File: config.mk
export PLATFORM = sky130hd
export DESIGN_NAME = mdu_issue_ctrl_flat
export DESIGN_NICKNAME = d
export VERILOG_FILES = /design/src/rtl/mdu_issue_ctrl_pkg.sv /design/src/rtl/mdu_issue_ctrl_if.sv /design/src/rtl/mdu_issue_ctrl.sv /design/src/flat_wrapper.sv
export SDC_FILE = /design/constraint.sdc
export NUM_CORES = 1
export LEC_CHECK = 0
export CAP_MARGIN = 10
export CORE_MARGIN = 2
export CORE_UTILIZATION = 40
export CTS_BUF_LIST = sky130_fd_sc_hd__clkbuf_4 sky130_fd_sc_hd__clkbuf_8
export DETAILED_ROUTE_END_ITERATION = 7
export PLACE_DENSITY = 0.83
export SYNTH_ARGS = -nofsm -noshare
export SYNTH_HDL_FRONTEND = slang
export SYNTH_SLANG_ARGS = --single-unit
File: constraint.sdc
create_clock -name Clk -period 5.2 [get_ports Clk]
set_clock_uncertainty 0.2 [all_clocks]
set_input_delay 1.56 -clock Clk [delete_from_list [all_inputs] [get_ports Clk]]
set_output_delay 1.56 -clock Clk [all_outputs]
set_load 0.02 [all_outputs]
File: src/rtl/mdu_issue_ctrl_pkg.sv
// Shared MDU op encodings and decode used by the EX-stage issue controller and the ID stage.
package mdu_issue_ctrl_pkg;

  typedef enum logic [3:0] {
    OpNone  = 4'd0,
    OpMult  = 4'd1,
    OpMultu = 4'd2,
    OpDiv   = 4'd3,
    OpDivu  = 4'd4,
    OpMadd  = 4'd5,
    OpMthi  = 4'd6,
    OpMtlo  = 4'd7,
    OpMfhi  = 4'd8,
    OpMflo  = 4'd9
  } ex_op_e;

  typedef enum logic [1:0] {
    MdMultu = 2'b00,
    MdMult  = 2'b01,
    MdDivu  = 2'b10,
    MdDiv   = 2'b11
  } md_op_e;

  typedef enum logic {StIdle, StWait} state_e;

  typedef struct packed {
    logic   muldiv;
    logic   madd;
    logic   mt;
    logic   mf;
    logic   lo;
    md_op_e md_op;
  } mdu_dec_t;

  function automatic mdu_dec_t mdu_decode(input ex_op_e op);
    mdu_dec_t d;
    d = '0;
    case (op)
      OpMult:  begin d.muldiv = 1'b1; d.md_op = MdMult; end
      OpMultu: begin d.muldiv = 1'b1; d.md_op = MdMultu; end
      OpDiv:   begin d.muldiv = 1'b1; d.md_op = MdDiv; end
      OpDivu:  begin d.muldiv = 1'b1; d.md_op = MdDivu; end
      OpMadd:  begin d.madd = 1'b1; d.md_op = MdMult; end
      OpMthi:  d.mt = 1'b1;
      OpMtlo:  begin d.mt = 1'b1; d.lo = 1'b1; end
      OpMfhi:  d.mf = 1'b1;
      OpMflo:  begin d.mf = 1'b1; d.lo = 1'b1; end
      default: d = '0;
    endcase
    return d;
  endfunction

  function automatic logic is_muldiv(input ex_op_e op);
    mdu_dec_t d;
    d = mdu_decode(op);
    return d.muldiv;
  endfunction

  function automatic logic is_mt(input ex_op_e op);
    mdu_dec_t d;
    d = mdu_decode(op);
    return d.mt;
  endfunction

  function automatic logic is_mf(input ex_op_e op);
    mdu_dec_t d;
    d = mdu_decode(op);
    return d.mf;
  endfunction

endpackage

File: src/rtl/mdu_issue_ctrl_if.sv
// EX-stage / mdu signal bundle; master is the issue controller, slave is the surrounding pipeline.
interface mdu_issue_ctrl_if #(
  parameter int unsigned CNT_W = 32
);
  import mdu_issue_ctrl_pkg::*;

  logic             ex_valid;
  ex_op_e           ex_op;
  logic [31:0]      ex_rs;
  logic [31:0]      ex_rt;
  logic             ex_exception;
  logic             ex_flush;
  logic             md_busy;
  logic [31:0]      md_hi;
  logic [31:0]      md_lo;
  logic [31:0]      md_d1;
  logic [31:0]      md_d2;
  logic [1:0]       md_op;
  logic             md_start;
  logic             md_we;
  logic             md_hilo;
  logic             md_madd;
  logic             stall;
  logic             mf_valid;
  logic [31:0]      mf_result;
  logic [CNT_W-1:0] stall_cnt;
  logic             wait_err;

  modport master (
    input  ex_valid, ex_op, ex_rs, ex_rt, ex_exception, ex_flush, md_busy, md_hi, md_lo,
    output md_d1, md_d2, md_op, md_start, md_we, md_hilo, md_madd, stall, mf_valid, mf_result,
           stall_cnt, wait_err
  );

  modport slave (
    output ex_valid, ex_op, ex_rs, ex_rt, ex_exception, ex_flush, md_busy, md_hi, md_lo,
    input  md_d1, md_d2, md_op, md_start, md_we, md_hilo, md_madd, stall, mf_valid, mf_result,
           stall_cnt, wait_err
  );

endinterface

File: src/rtl/mdu_issue_ctrl.sv
// EX-stage MDU issue controller: issues ops to the mdu same-cycle, or parks one in a hold
// buffer and stalls while the mdu is busy.
module mdu_issue_ctrl
  import mdu_issue_ctrl_pkg::*;
#(
  parameter int unsigned MAX_WAIT = 16,
  parameter int unsigned CNT_W    = 32
) (
  input  logic                    Clk,
  input  logic                    resetn,
  mdu_issue_ctrl_if.master        mdu_io
);

  localparam int unsigned WaitW = $clog2(MAX_WAIT + 1);

  state_e           state_q, state_d;
  ex_op_e           hold_op_q, hold_op_d;
  logic [31:0]      hold_rs_q, hold_rs_d;
  logic [31:0]      hold_rt_q, hold_rt_d;
  logic [WaitW-1:0] wait_cnt_q, wait_cnt_d;
  logic             wait_err_q, wait_err_d;
  logic [CNT_W-1:0] stall_cnt_q, stall_cnt_d;

  logic        need, kill, issue_en, issue_ok, stall;
  ex_op_e      iss_op;
  logic [31:0] iss_rs, iss_rt;
  mdu_dec_t    dec;

  always_comb begin
    state_d    = state_q;
    hold_op_d  = hold_op_q;
    hold_rs_d  = hold_rs_q;
    hold_rt_d  = hold_rt_q;
    wait_cnt_d = wait_cnt_q;
    issue_en   = 1'b0;
    stall      = 1'b0;
    iss_op     = mdu_io.ex_op;
    iss_rs     = mdu_io.ex_rs;
    iss_rt     = mdu_io.ex_rt;
    need       = mdu_io.ex_valid && (mdu_io.ex_op != OpNone);
    kill       = mdu_io.ex_exception || mdu_io.ex_flush;

    unique case (state_q)
      StIdle: begin
        if (need && !kill) begin
          if (mdu_io.md_busy) begin
            stall      = 1'b1;
            hold_op_d  = mdu_io.ex_op;
            hold_rs_d  = mdu_io.ex_rs;
            hold_rt_d  = mdu_io.ex_rt;
            wait_cnt_d = '0;
            state_d    = StWait;
          end else begin
            issue_en = 1'b1;
          end
        end
      end
      StWait: begin
        iss_op = hold_op_q;
        iss_rs = hold_rs_q;
        iss_rt = hold_rt_q;
        // Flush wins even if md_busy falls in the same cycle.
        if (mdu_io.ex_flush) begin
          hold_op_d = OpNone;
          state_d   = StIdle;
        end else if (mdu_io.md_busy) begin
          stall = 1'b1;
          if (wait_cnt_q != WaitW'(MAX_WAIT)) wait_cnt_d = wait_cnt_q + 1'b1;
        end else begin
          issue_en  = 1'b1;
          hold_op_d = OpNone;
          state_d   = StIdle;
        end
      end
      default: state_d = StIdle;
    endcase

    wait_err_d  = wait_err_q || (wait_cnt_d == WaitW'(MAX_WAIT));
    stall_cnt_d = (stall && (stall_cnt_q != '1)) ? stall_cnt_q + 1'b1 : stall_cnt_q;
  end

  always_comb begin
    dec                = mdu_decode(iss_op);
    issue_ok           = issue_en && resetn;
    mdu_io.md_d1       = iss_rs;
    mdu_io.md_d2       = iss_rt;
    mdu_io.md_op       = dec.md_op;
    mdu_io.md_hilo     = dec.lo;
    mdu_io.md_start    = issue_ok && dec.muldiv;
    mdu_io.md_madd     = issue_ok && dec.madd;
    mdu_io.md_we       = issue_ok && dec.mt;
    mdu_io.mf_valid    = issue_ok && dec.mf;
    mdu_io.mf_result   = dec.lo ? mdu_io.md_lo : mdu_io.md_hi;
    mdu_io.stall       = stall && resetn;
    mdu_io.stall_cnt   = stall_cnt_q;
    mdu_io.wait_err    = wait_err_q;
  end

  always_ff @(posedge Clk) begin
    if (!resetn) begin
      state_q     <= StIdle;
      hold_op_q   <= OpNone;
      hold_rs_q   <= '0;
      hold_rt_q   <= '0;
      wait_cnt_q  <= '0;
      wait_err_q  <= 1'b0;
      stall_cnt_q <= '0;
    end else begin
      state_q     <= state_d;
      hold_op_q   <= hold_op_d;
      hold_rs_q   <= hold_rs_d;
      hold_rt_q   <= hold_rt_d;
      wait_cnt_q  <= wait_cnt_d;
      wait_err_q  <= wait_err_d;
      stall_cnt_q <= stall_cnt_d;
    end
  end

  strobe_onehot_a: assert property (@(posedge Clk) disable iff (!resetn)
    $onehot0({mdu_io.md_start, mdu_io.md_we, mdu_io.md_madd}));

endmodule

File: src/flat_wrapper.sv
// flat-port wrapper written by rule: the top's interface ports become plain ports
module mdu_issue_ctrl_flat import mdu_issue_ctrl_pkg::*;
#(
  parameter int unsigned MAX_WAIT = 16,
  parameter int unsigned CNT_W    = 32
)
  (Clk, resetn, mdu_io_ex_valid, mdu_io_ex_op, mdu_io_ex_rs, mdu_io_ex_rt, mdu_io_ex_exception, mdu_io_ex_flush, mdu_io_md_busy, mdu_io_md_hi, mdu_io_md_lo, mdu_io_md_d1, mdu_io_md_d2, mdu_io_md_op, mdu_io_md_start, mdu_io_md_we, mdu_io_md_hilo, mdu_io_md_madd, mdu_io_stall, mdu_io_mf_valid, mdu_io_mf_result, mdu_io_stall_cnt, mdu_io_wait_err);
  mdu_issue_ctrl_if #(.CNT_W(CNT_W)) mdu_io_i ();
  input  logic Clk;
  input  logic resetn;
  input wire logic [$bits(mdu_io_i.ex_valid)-1:0] mdu_io_ex_valid;
  input wire logic [$bits(mdu_io_i.ex_op)-1:0] mdu_io_ex_op;
  input wire logic [$bits(mdu_io_i.ex_rs)-1:0] mdu_io_ex_rs;
  input wire logic [$bits(mdu_io_i.ex_rt)-1:0] mdu_io_ex_rt;
  input wire logic [$bits(mdu_io_i.ex_exception)-1:0] mdu_io_ex_exception;
  input wire logic [$bits(mdu_io_i.ex_flush)-1:0] mdu_io_ex_flush;
  input wire logic [$bits(mdu_io_i.md_busy)-1:0] mdu_io_md_busy;
  input wire logic [$bits(mdu_io_i.md_hi)-1:0] mdu_io_md_hi;
  input wire logic [$bits(mdu_io_i.md_lo)-1:0] mdu_io_md_lo;
  output wire logic [$bits(mdu_io_i.md_d1)-1:0] mdu_io_md_d1;
  output wire logic [$bits(mdu_io_i.md_d2)-1:0] mdu_io_md_d2;
  output wire logic [$bits(mdu_io_i.md_op)-1:0] mdu_io_md_op;
  output wire logic [$bits(mdu_io_i.md_start)-1:0] mdu_io_md_start;
  output wire logic [$bits(mdu_io_i.md_we)-1:0] mdu_io_md_we;
  output wire logic [$bits(mdu_io_i.md_hilo)-1:0] mdu_io_md_hilo;
  output wire logic [$bits(mdu_io_i.md_madd)-1:0] mdu_io_md_madd;
  output wire logic [$bits(mdu_io_i.stall)-1:0] mdu_io_stall;
  output wire logic [$bits(mdu_io_i.mf_valid)-1:0] mdu_io_mf_valid;
  output wire logic [$bits(mdu_io_i.mf_result)-1:0] mdu_io_mf_result;
  output wire logic [$bits(mdu_io_i.stall_cnt)-1:0] mdu_io_stall_cnt;
  output wire logic [$bits(mdu_io_i.wait_err)-1:0] mdu_io_wait_err;
  assign mdu_io_i.ex_valid = mdu_io_ex_valid;
  assign mdu_io_i.ex_op = mdu_io_ex_op;
  assign mdu_io_i.ex_rs = mdu_io_ex_rs;
  assign mdu_io_i.ex_rt = mdu_io_ex_rt;
  assign mdu_io_i.ex_exception = mdu_io_ex_exception;
  assign mdu_io_i.ex_flush = mdu_io_ex_flush;
  assign mdu_io_i.md_busy = mdu_io_md_busy;
  assign mdu_io_i.md_hi = mdu_io_md_hi;
  assign mdu_io_i.md_lo = mdu_io_md_lo;
  assign mdu_io_md_d1 = mdu_io_i.md_d1;
  assign mdu_io_md_d2 = mdu_io_i.md_d2;
  assign mdu_io_md_op = mdu_io_i.md_op;
  assign mdu_io_md_start = mdu_io_i.md_start;
  assign mdu_io_md_we = mdu_io_i.md_we;
  assign mdu_io_md_hilo = mdu_io_i.md_hilo;
  assign mdu_io_md_madd = mdu_io_i.md_madd;
  assign mdu_io_stall = mdu_io_i.stall;
  assign mdu_io_mf_valid = mdu_io_i.mf_valid;
  assign mdu_io_mf_result = mdu_io_i.mf_result;
  assign mdu_io_stall_cnt = mdu_io_i.stall_cnt;
  assign mdu_io_wait_err = mdu_io_i.wait_err;
  mdu_issue_ctrl #(.MAX_WAIT(MAX_WAIT), .CNT_W(CNT_W)) u_core (.Clk(Clk), .resetn(resetn), .mdu_io(mdu_io_i));
endmodule
==> results of run 1 <==
## worst max-delay path, stage by stage
cell and delay (ns):
sky130_fd_sc_hd__clkdlybuf4s50_1 0.39, sky130_fd_sc_hd__nand2b_1 0.21, sky130_fd_sc_hd__o21ai_0 0.18, sky130_fd_sc_hd__nand3_1 0.11
sky130_fd_sc_hd__buf_4 0.14, sky130_fd_sc_hd__nor2_1 0.07, sky130_fd_sc_hd__clkdlybuf4s50_1 0.62
## per-layer routing
| layer | part of all wire | track usage | vias up |
|---|---|---|---|
| met4 | 0.020 | 0.0959 | 0 |
| li1 | - | - | 2959 |
| met3 | 0.072 | 0.0521 | 22 |
| met5 | 0 | 0 | - |
| met2 | 0.52 | 0.456 | 210 |
| met1 | 0.39 | 0.277 | 2846 |
## logic make-up (layout without fill, tap and decap cells)
family	after synthesis	count (layout)
and+or+nand+nor	270	270
AOI/OAI and AO/OA	140	140
DFF	107	107
muxes	104	104
buffers and inverters	57	327
xor gates and xnor gates	5	5
adders and majority gates	3	3
## power by group through the flow
stage | logic, W | registers (W) | clock network [W]
CTS | 0.000422 | 0.000836 | 0.000577
global placement | 0.000425 | 0.000854 | 0
finish | 0.000430 | 0.000836 | 0.000558
detailed placement | 0.000428 | 0.000855 | 0
floorplan | 0.000181 | 0.000854 | 0
global route | 0.000452 | 0.000838 | 0.000605
## sequential cells by signal, indices dropped and copies added, names as in the netlist
| register | flops |
|---|---|
| u_core.mdu_io.stall_cnt | 32 |
| u_core.hold_rt_q | 32 |
| u_core.hold_op_q | 4 |
| u_core.wait_cnt_q | 5 |
| u_core.hold_rs_q | 32 |
| u_core.state_q | 1 |
| u_core.mdu_io.wait_err | 1 |
## layout make-up
cell class              instances  area share
well taps                     180      0.0253
flip-flops and latches        107       0.241
inverters                      11     0.00463
clock inverters                 4     0.00870
clock buffers                  10      0.0147
multi-input cells             522       0.376
repair buffers                302       0.330
## through the flow
stage / std cells / hold WS (ns)
floorplan: 686 / 0.232
global placement: 1119 / 0.239
detailed placement: 1119 / 0.243
CTS: 1135 / 0.257
global route: 1136 / 0.277
finish: 1136 / 0.255
## placed cells by master, fill, tap and decap left out, types with 6 or more instances in the layout
cell / count
sky130_fd_sc_hd__or4_1: 16
sky130_fd_sc_hd__buf_2: 17
sky130_fd_sc_hd__buf_6: 15
sky130_fd_sc_hd__buf_4: 24
sky130_fd_sc_hd__o31ai_1: 16
sky130_fd_sc_hd__dlygate4sd2_1: 6
sky130_fd_sc_hd__nand4_1: 9
sky130_fd_sc_hd__dfxtp_1: 106
sky130_fd_sc_hd__inv_1: 10
sky130_fd_sc_hd__clkbuf_8: 9
sky130_fd_sc_hd__nor4_1: 9
sky130_fd_sc_hd__nand3_1: 15
sky130_fd_sc_hd__or3_1: 6
sky130_fd_sc_hd__mux2_2: 95
sky130_fd_sc_hd__nand2_1: 159
sky130_fd_sc_hd__nor3_1: 7
sky130_fd_sc_hd__mux2i_1: 6
sky130_fd_sc_hd__a21oi_1: 91
sky130_fd_sc_hd__nor2_1: 25
sky130_fd_sc_hd__clkdlybuf4s50_1: 233
sky130_fd_sc_hd__o21ai_0: 10
## path summary, 6_finish.rpt
check                      startpoint                          end  slack, ns  depth (start not counted)
setup / recovery  mdu_io_ex_exception              mdu_io_mf_valid       0.15                          7
hold / removal    u_core.hold_rs_q[5]          u_core.hold_rs_q[5]       0.25                          2
setup reg to reg       u_core.state_q  u_core.mdu_io.stall_cnt[28]       2.08                          7
hold reg to reg   u_core.hold_rs_q[5]          u_core.hold_rs_q[5]       0.25                          2
## repair_timing
action                                  4_1_cts  5_1_grt
endpoints found under the setup margin       39       34
gates cloned                                  1        2
buffers inserted                              1        0
resized for setup                           129       53
pin swaps                                     1        2
==> metrics list, run 1 <==
- The largest total area in the synthesized netlist belongs to sky130_fd_sc_hd__dfxtp_1.
- Diode insertion count for antenna repair: 0
- The finished cells cover 0.00892 mm².
* Internal power component: 0.00134 W
* Number of nets in the finished design: 1094
- No sink is reached through more buffers than the 2 on the longest clock path.
- Of the total synthesized cell area, the portion taken by XOR and XNOR cells is 0.00771.
- The layout has 1141 filler cells.
- For this block, the initial DRC count from the detailed router was 319.
* Finished Core Util: 0.642
- Number of distinct library cells after synthesis: 49
- OpenSTA, run right after detailed placement, puts the worst setup slack at -0.460 ns.
* DRC errors left: 0
* GRT Util Overall: 0.248
- The worst setup path is of the in -> out kind.
- The die covers 0.0152 mm².
- Of all flip-flops after synthesis, the portion carrying an async set or reset was 0.
- Num ports: 275
- Dominant cell by count in the synthesized netlist: sky130_fd_sc_hd__nand2_1
- Hold repair after CTS inserted 0 buffers.
* Clock H-tree levels: 3
- DIE HEIGHT: 123 µm
- Per-instance average area after synthesis: 8.28 µm²
- DIE WIDTH: 123 µm
- The worst setup path is captured at a primary output.
* Instance area at placement: 0.00870 mm²
- At the worst endpoint, the required time is 3.44 ns.
- Wire length per cell after detailed routing: 17.7 µm
- After routing, the total negative slack on setup checks comes to 0 ns.
- Mapped cell area: 0.00568 mm²
* Worst max-slew margin expressed relative to the limit: 0.290
- Dividing total power by cell area gives a power density of 205 mW/mm².
* Library cell used as clock root buffer: sky130_fd_sc_hd__clkbuf_8
* Class of the tightest hold or removal check: reg -> reg
- Worst Path Arrival: 3.29 ns
* Clk_lat worst skew: 0.37 ns
* Power dissipated by switching net loads: 0.000482 W
- Of the total synthesized cell area, the portion taken by full adders, half adders and majority gates is 0.00661.
- The initial antenna violation count was 0.
- Number of optimization iterations in the first detailed-route pass: 4
* Via count: 6037
- WL final: 20.1 mm
- The share of total power dissipated in combinational logic is 0.236.
* Via count of the first global-routing pass: 5476
* Achievable clock frequency: 0.198 GHz
* Category of the worst setup path launch point: input pin
- Of the total synthesized cell area, the portion taken by AND, OR, NAND and NOR gates is 0.222.
- Status: complete, no violations
* Proportion of layout cells with a drive suffix above 1: 0.199
- Compound-gate portion of the synthesized area: 0.141
- Largest voltage drop on the vdd net: 0.146 mV
- The area growth from synthesis to layout is 57.0%.
- The congestion estimate from routability-driven global placement came to 0.888.
* Mean number of vias per cell: 5.31
* Clock buffers created by TritonCTS: 9
- Setup slack on the critical path of the routed design comes to 0.149 ns.
- Tot Pwr: 0.00182 W
- Yosys attributes the largest share of cell area to sky130_fd_sc_hd__dfxtp_1, sky130_fd_sc_hd__mux2_2, sky130_fd_sc_hd__nand2_1.
* Main combinational cell family by area after synthesis: simple AND/OR/NAND/NOR gates
- Effective utilization at floorplan: 0.409
- Actual slew at the worst max-slew pin: 1.07 ns
- TritonCTS built the clock tree.
- In this run the tool buffered the top-level ports with 274 buffer cells.
- Of the available clock period, the critical path in the final layout requires 0.971.
- Switch share: 0.264
* Number of sinks on the clock net: 107
* Final count of negative-setup-slack endpoints: 0
- Floorplan core area: 0.0139 mm²
- The total count of hold-check failures in the final report is 0.
- Clock Pin Slew Worst Setup and Hold Paths: 0.10 ns
* Sequential cell fraction of total power: 0.458
- In the synthesized netlist the dominant register cell turns out to be sky130_fd_sc_hd__dfxtp_1.
- Post-synth net total: 827
* Most frequent cells after synthesis: sky130_fd_sc_hd__nand2_1, sky130_fd_sc_hd__dfxtp_1, sky130_fd_sc_hd__mux2_2
- The share of total power dissipated in the clock network is 0.306.
* Post-synthesis mux area share: 0.205
- In the final layout, flip-flops and latches occupy 0.00215 mm².
* Period minus WS final: 5.05 ns
- Setup repair after global routing left no endpoint under its margin.
- Count of maximum capacitance violations: 0
- Maximum number of pins on one net before global-route repair: 99
- Of the synthesized area, sequential elements account for 0.377.
- Worst Path Max Fanout: 2
- Global route total overflow: 0
- Once detail routing completed, the nets flagged for antenna violations numbered 0.
- After technology mapping, the gate count stands at 686.
- The synthesized design contains 107 register bits.
- Wire length of the first global-routing pass: 29.0 mm
- Placement Rows: 43
- In this run, synthesis inferred 0 flip-flops with an integrated enable.
- Combined area of the multi-input logic cells: 0.00336 mm²
* Max-slew violation count: 0
- Detailed placement ended at an HPWL of 14.6 mm.
* Leakage: 3.10 nW
- Area share of the largest cell type after synthesis: 0.377
- Number of warnings printed during yosys synthesis: 0
(Power assumes the default switching activity.)
==> run 2: changes to the inputs <==
Settings changed: GPL_TIMING_DRIVEN set to 0.
==> run 2 against run 1 <==
Net effect:
- critical path type unchanged
- highest routed layer unchanged
- sequential cell count did not move
- combinational power decreased by 2%
- worst setup slack got worse by 0.095 ns
- utilization down 0.072 points
- die area did not move
==> metrics list, run 2 (synthesis gave the netlist of run 1 again) <==
- Status: complete, no violations (unchanged)
* Via count: 6198 (was 6037)
- The layout cell share with drive strength beyond 1 was 0.171 (was 0.199).
* GRT Util Overall: 0.255 (was 0.248)
- Library cell used as clock root buffer: sky130_fd_sc_hd__clkbuf_8 (unchanged)
- Flop-to-flop setup slack: 2.22 ns (was 2.08 ns)
* Switch share: 0.279 (was 0.264)
- WL final: 20.4 mm (was 20.1 mm)
- The internal cell power is 0.00130 W (was 0.00134 W).
- Global route total overflow: 0 (unchanged)
* Power density of the placed cells: 202 mW/mm² (was 205 mW/mm²)
- Number of sinks on the clock net: 107 (unchanged)
- The clock insertion delay at the later pin of the skew report was 0.39 ns (was 0.37 ns).
- Critical path start-end classification: in -> out (unchanged)
- The proportion of power drawn by flip-flops and latches came to 0.466 (was 0.458).
- The post-route DRC violation count is 0 (unchanged).
- The number of cells in the design after placement is 1140 (was 1119).
* Combinational power share: 0.236 (about the same)
* Worst Path Max Fanout: 10 (was 2)
* Fill count: 1197 (was 1141)
- Clock H-tree levels: 3 (unchanged)
* Placement Rows: 43 (unchanged)
- The height of the chip is 123 µm (unchanged).
- Final count of negative-setup-slack endpoints: 0 (unchanged)
* Clock buffers created by TritonCTS: 9 (unchanged)
- The TritonCTS clock tree is yes (unchanged).
- Number of optimization iterations in the first detailed-route pass: 4 (unchanged)
- The post-detailed-route count of antenna-violating nets is 0 (unchanged).
- Leading cell types in the layout, fill and taps excluded: sky130_fd_sc_hd__clkdlybuf4s50_1, sky130_fd_sc_hd__nand2_1, sky130_fd_sc_hd__dfxtp_1 (unchanged)
- The capturing element type of the critical path is a primary output (unchanged).
- Diode insertion count for antenna repair: 0 (unchanged)
* Maximum number of pins on one net before global-route repair: 17 (was 99)
- Wire length of the first global-routing pass: 30.0 mm (was 29.0 mm)
* Count of routing violations after the opening detailed-route iteration: 305 (was 319)
- Tot Pwr: 0.00180 W (was 0.00182 W)
- The clock power share was 0.299 (was 0.306).
- The area enclosed by the die boundary is 0.0152 mm² (unchanged).
* Class of the tightest hold or removal check: reg -> reg (unchanged)
- Power dissipated by switching net loads: 0.000501 W (was 0.000482 W)
- Worst max-slew margin expressed relative to the limit: 0.554 (was 0.290)
- The measured slew at the worst slew-check pin came to 0.660 ns (was 1.07 ns).
- Leakage: 3.03 nW (was 3.10 nW)
* Floorplan core area: 0.0139 mm² (unchanged)
- Worst Path Arrival: 3.39 ns (was 3.29 ns)
- Number of antenna violations at the first check in global routing: 0 (unchanged)
- The number of standard cells in the layout, taps in and fillers out was 1160 (was 1136).
- Final cycle utilization of the critical path: 0.990 (was 0.971)
- The post-DP HPWL is 15.5 mm (was 14.6 mm).
- Cell depth of the worst min-delay path: 2 (unchanged)
* Final count of hold timing violations: 0 (unchanged)
- Max-slew violation count: 0 (unchanged)
- RePlAce Congestion: 0.876 (was 0.888)
* DIE WIDTH: 123 µm (unchanged)
* Most common library cell in the layout ignoring fill and taps: sky130_fd_sc_hd__clkdlybuf4s50_1 (unchanged)
- The sort of element at the start of the critical path was an input pin (unchanged).
* Count of maximum capacitance violations: 0 (unchanged)
- The effective utilization at floorplan was 0.409 (unchanged).
- Clock Pin Slew Worst Setup and Hold Paths: 0.10 ns (about the same)
- Logic depth of the worst register-to-register path: 7 (unchanged)
- Num ports: 275 (unchanged)
- The clock period minus final worst setup slack is 5.15 ns (was 5.05 ns).
- The net total in the final layout is 1117 (was 1094).
- The required arrival time at the worst endpoint was 3.44 ns (about the same).
- Area Overhead vs Synth: 56.8% (was 57.0%)
* Mean number of vias per cell: 5.34 (was 5.31)
* Largest voltage drop on the vdd net: 0.132 mV (was 0.146 mV)
- Via count of the first global-routing pass: 5876 (was 5476)
- The largest buffer count on any clock path was 2 (unchanged).
* PortBufs: 273 (was 274)
- Achievable clock frequency: 0.194 GHz (was 0.198 GHz)
- Wire length per cell after detailed routing: 17.6 µm (was 17.7 µm)
run 2: changes by cell type in the layout (fill, tap and decap cells not counted), moves of 2 or more:
cell                              previous run  this run
sky130_fd_sc_hd__clkbuf_1                    0        32
sky130_fd_sc_hd__buf_4                      24         4
sky130_fd_sc_hd__buf_6                      15         6
sky130_fd_sc_hd__clkdlybuf4s15_1             0         6
sky130_fd_sc_hd__dlygate4sd2_1               6        12
sky130_fd_sc_hd__buf_1                       0         5
sky130_fd_sc_hd__clkbuf_2                    1         6
sky130_fd_sc_hd__buf_12                      2         0
sky130_fd_sc_hd__clkbuf_16                   2         0
sky130_fd_sc_hd__clkbuf_4                    1         3
sky130_fd_sc_hd__mux2i_4                     0         2
run 2: final timing paths:
check | startpoint | to
worst min register to register | u_core.hold_rt_q[18] | u_core.hold_rt_q[18]
worst max-delay path | mdu_io_ex_op[2] | mdu_io_mf_result[21]
worst min-delay path | u_core.hold_rt_q[18] | u_core.hold_rt_q[18]
worst max register to register | u_core.mdu_io.stall_cnt[21] | u_core.mdu_io.stall_cnt[1]
run 2: final cells by class:
cell class / instances / area, µm² / share of cell area
Multi-Input combinational cell: 522 / 3400 / 0.382
Timing Repair Buffer: 279 / 2680 / 0.301
Sequential cell: 107 / 2140 / 0.240
Tap cell: 180 / 225 / 0.0253
Buffer: 46 / 215 / 0.0242
Clock buffer: 11 / 145 / 0.0163
Clock inverter: 4 / 51.3 / 0.00576
Inverter: 11 / 41.3 / 0.00464
run 2: repair_timing:
action / CTS / global route
endpoints found under the setup margin: 40 / 37
gates cloned: 0 / 2
setup buffers: 2 / 1
gates resized for setup: 102 / 41
hold buffers: 0 / 0
pin swaps: 1 / 1
run 2: power groups by stage:
stage,Combinational [W],Clock [W],Sequential (W)
final,0.000423,0.000537,0.000837
after floorplan,0.000181,0,0.000854
after detailed placement,0.000427,0,0.000855
after CTS,0.000420,0.000547,0.000836
after global placement,0.000424,0,0.000854
after global routing,0.000448,0.000570,0.000838
run 2: layer usage:
metal,part of all wire,wire [µm],track usage
met5,0,0,0
met4,0.039,786,0.132
met3,0.071,1440,0.0438
met2,0.50,10200,0.450
met1,0.39,7950,0.294
run 2: critical path, stage by stage:
cell and delay [ns]:
sky130_fd_sc_hd__clkbuf_4 0.16, sky130_fd_sc_hd__a21boi_4 0.11, sky130_fd_sc_hd__or3_4 0.42, sky130_fd_sc_hd__a21oi_4 0.29, sky130_fd_sc_hd__buf_6 0.16, sky130_fd_sc_hd__buf_8 0.13
sky130_fd_sc_hd__mux2_2 0.36, sky130_fd_sc_hd__clkbuf_4 0.18
run 2: through the flow:
stage | hold slack (ns) | setup TNS, ns | cell area [µm²] | worst slack [ns] | utilization
after floorplan | 0.232 | 0 | 5680 | 0.276 | -
after global placement | 0.239 | -37.84 | 8640 | -1.17 | 0.622
after detailed placement | 0.245 | -38.75 | 8650 | -1.20 | 0.623
after CTS | 0.260 | -0.305 | 8860 | -0.0680 | 0.638
after global routing | 0.278 | -0.000542 | 8910 | -0.000542 | 0.642
final | 0.258 | 0 | 8910 | 0.0542 | 0.642
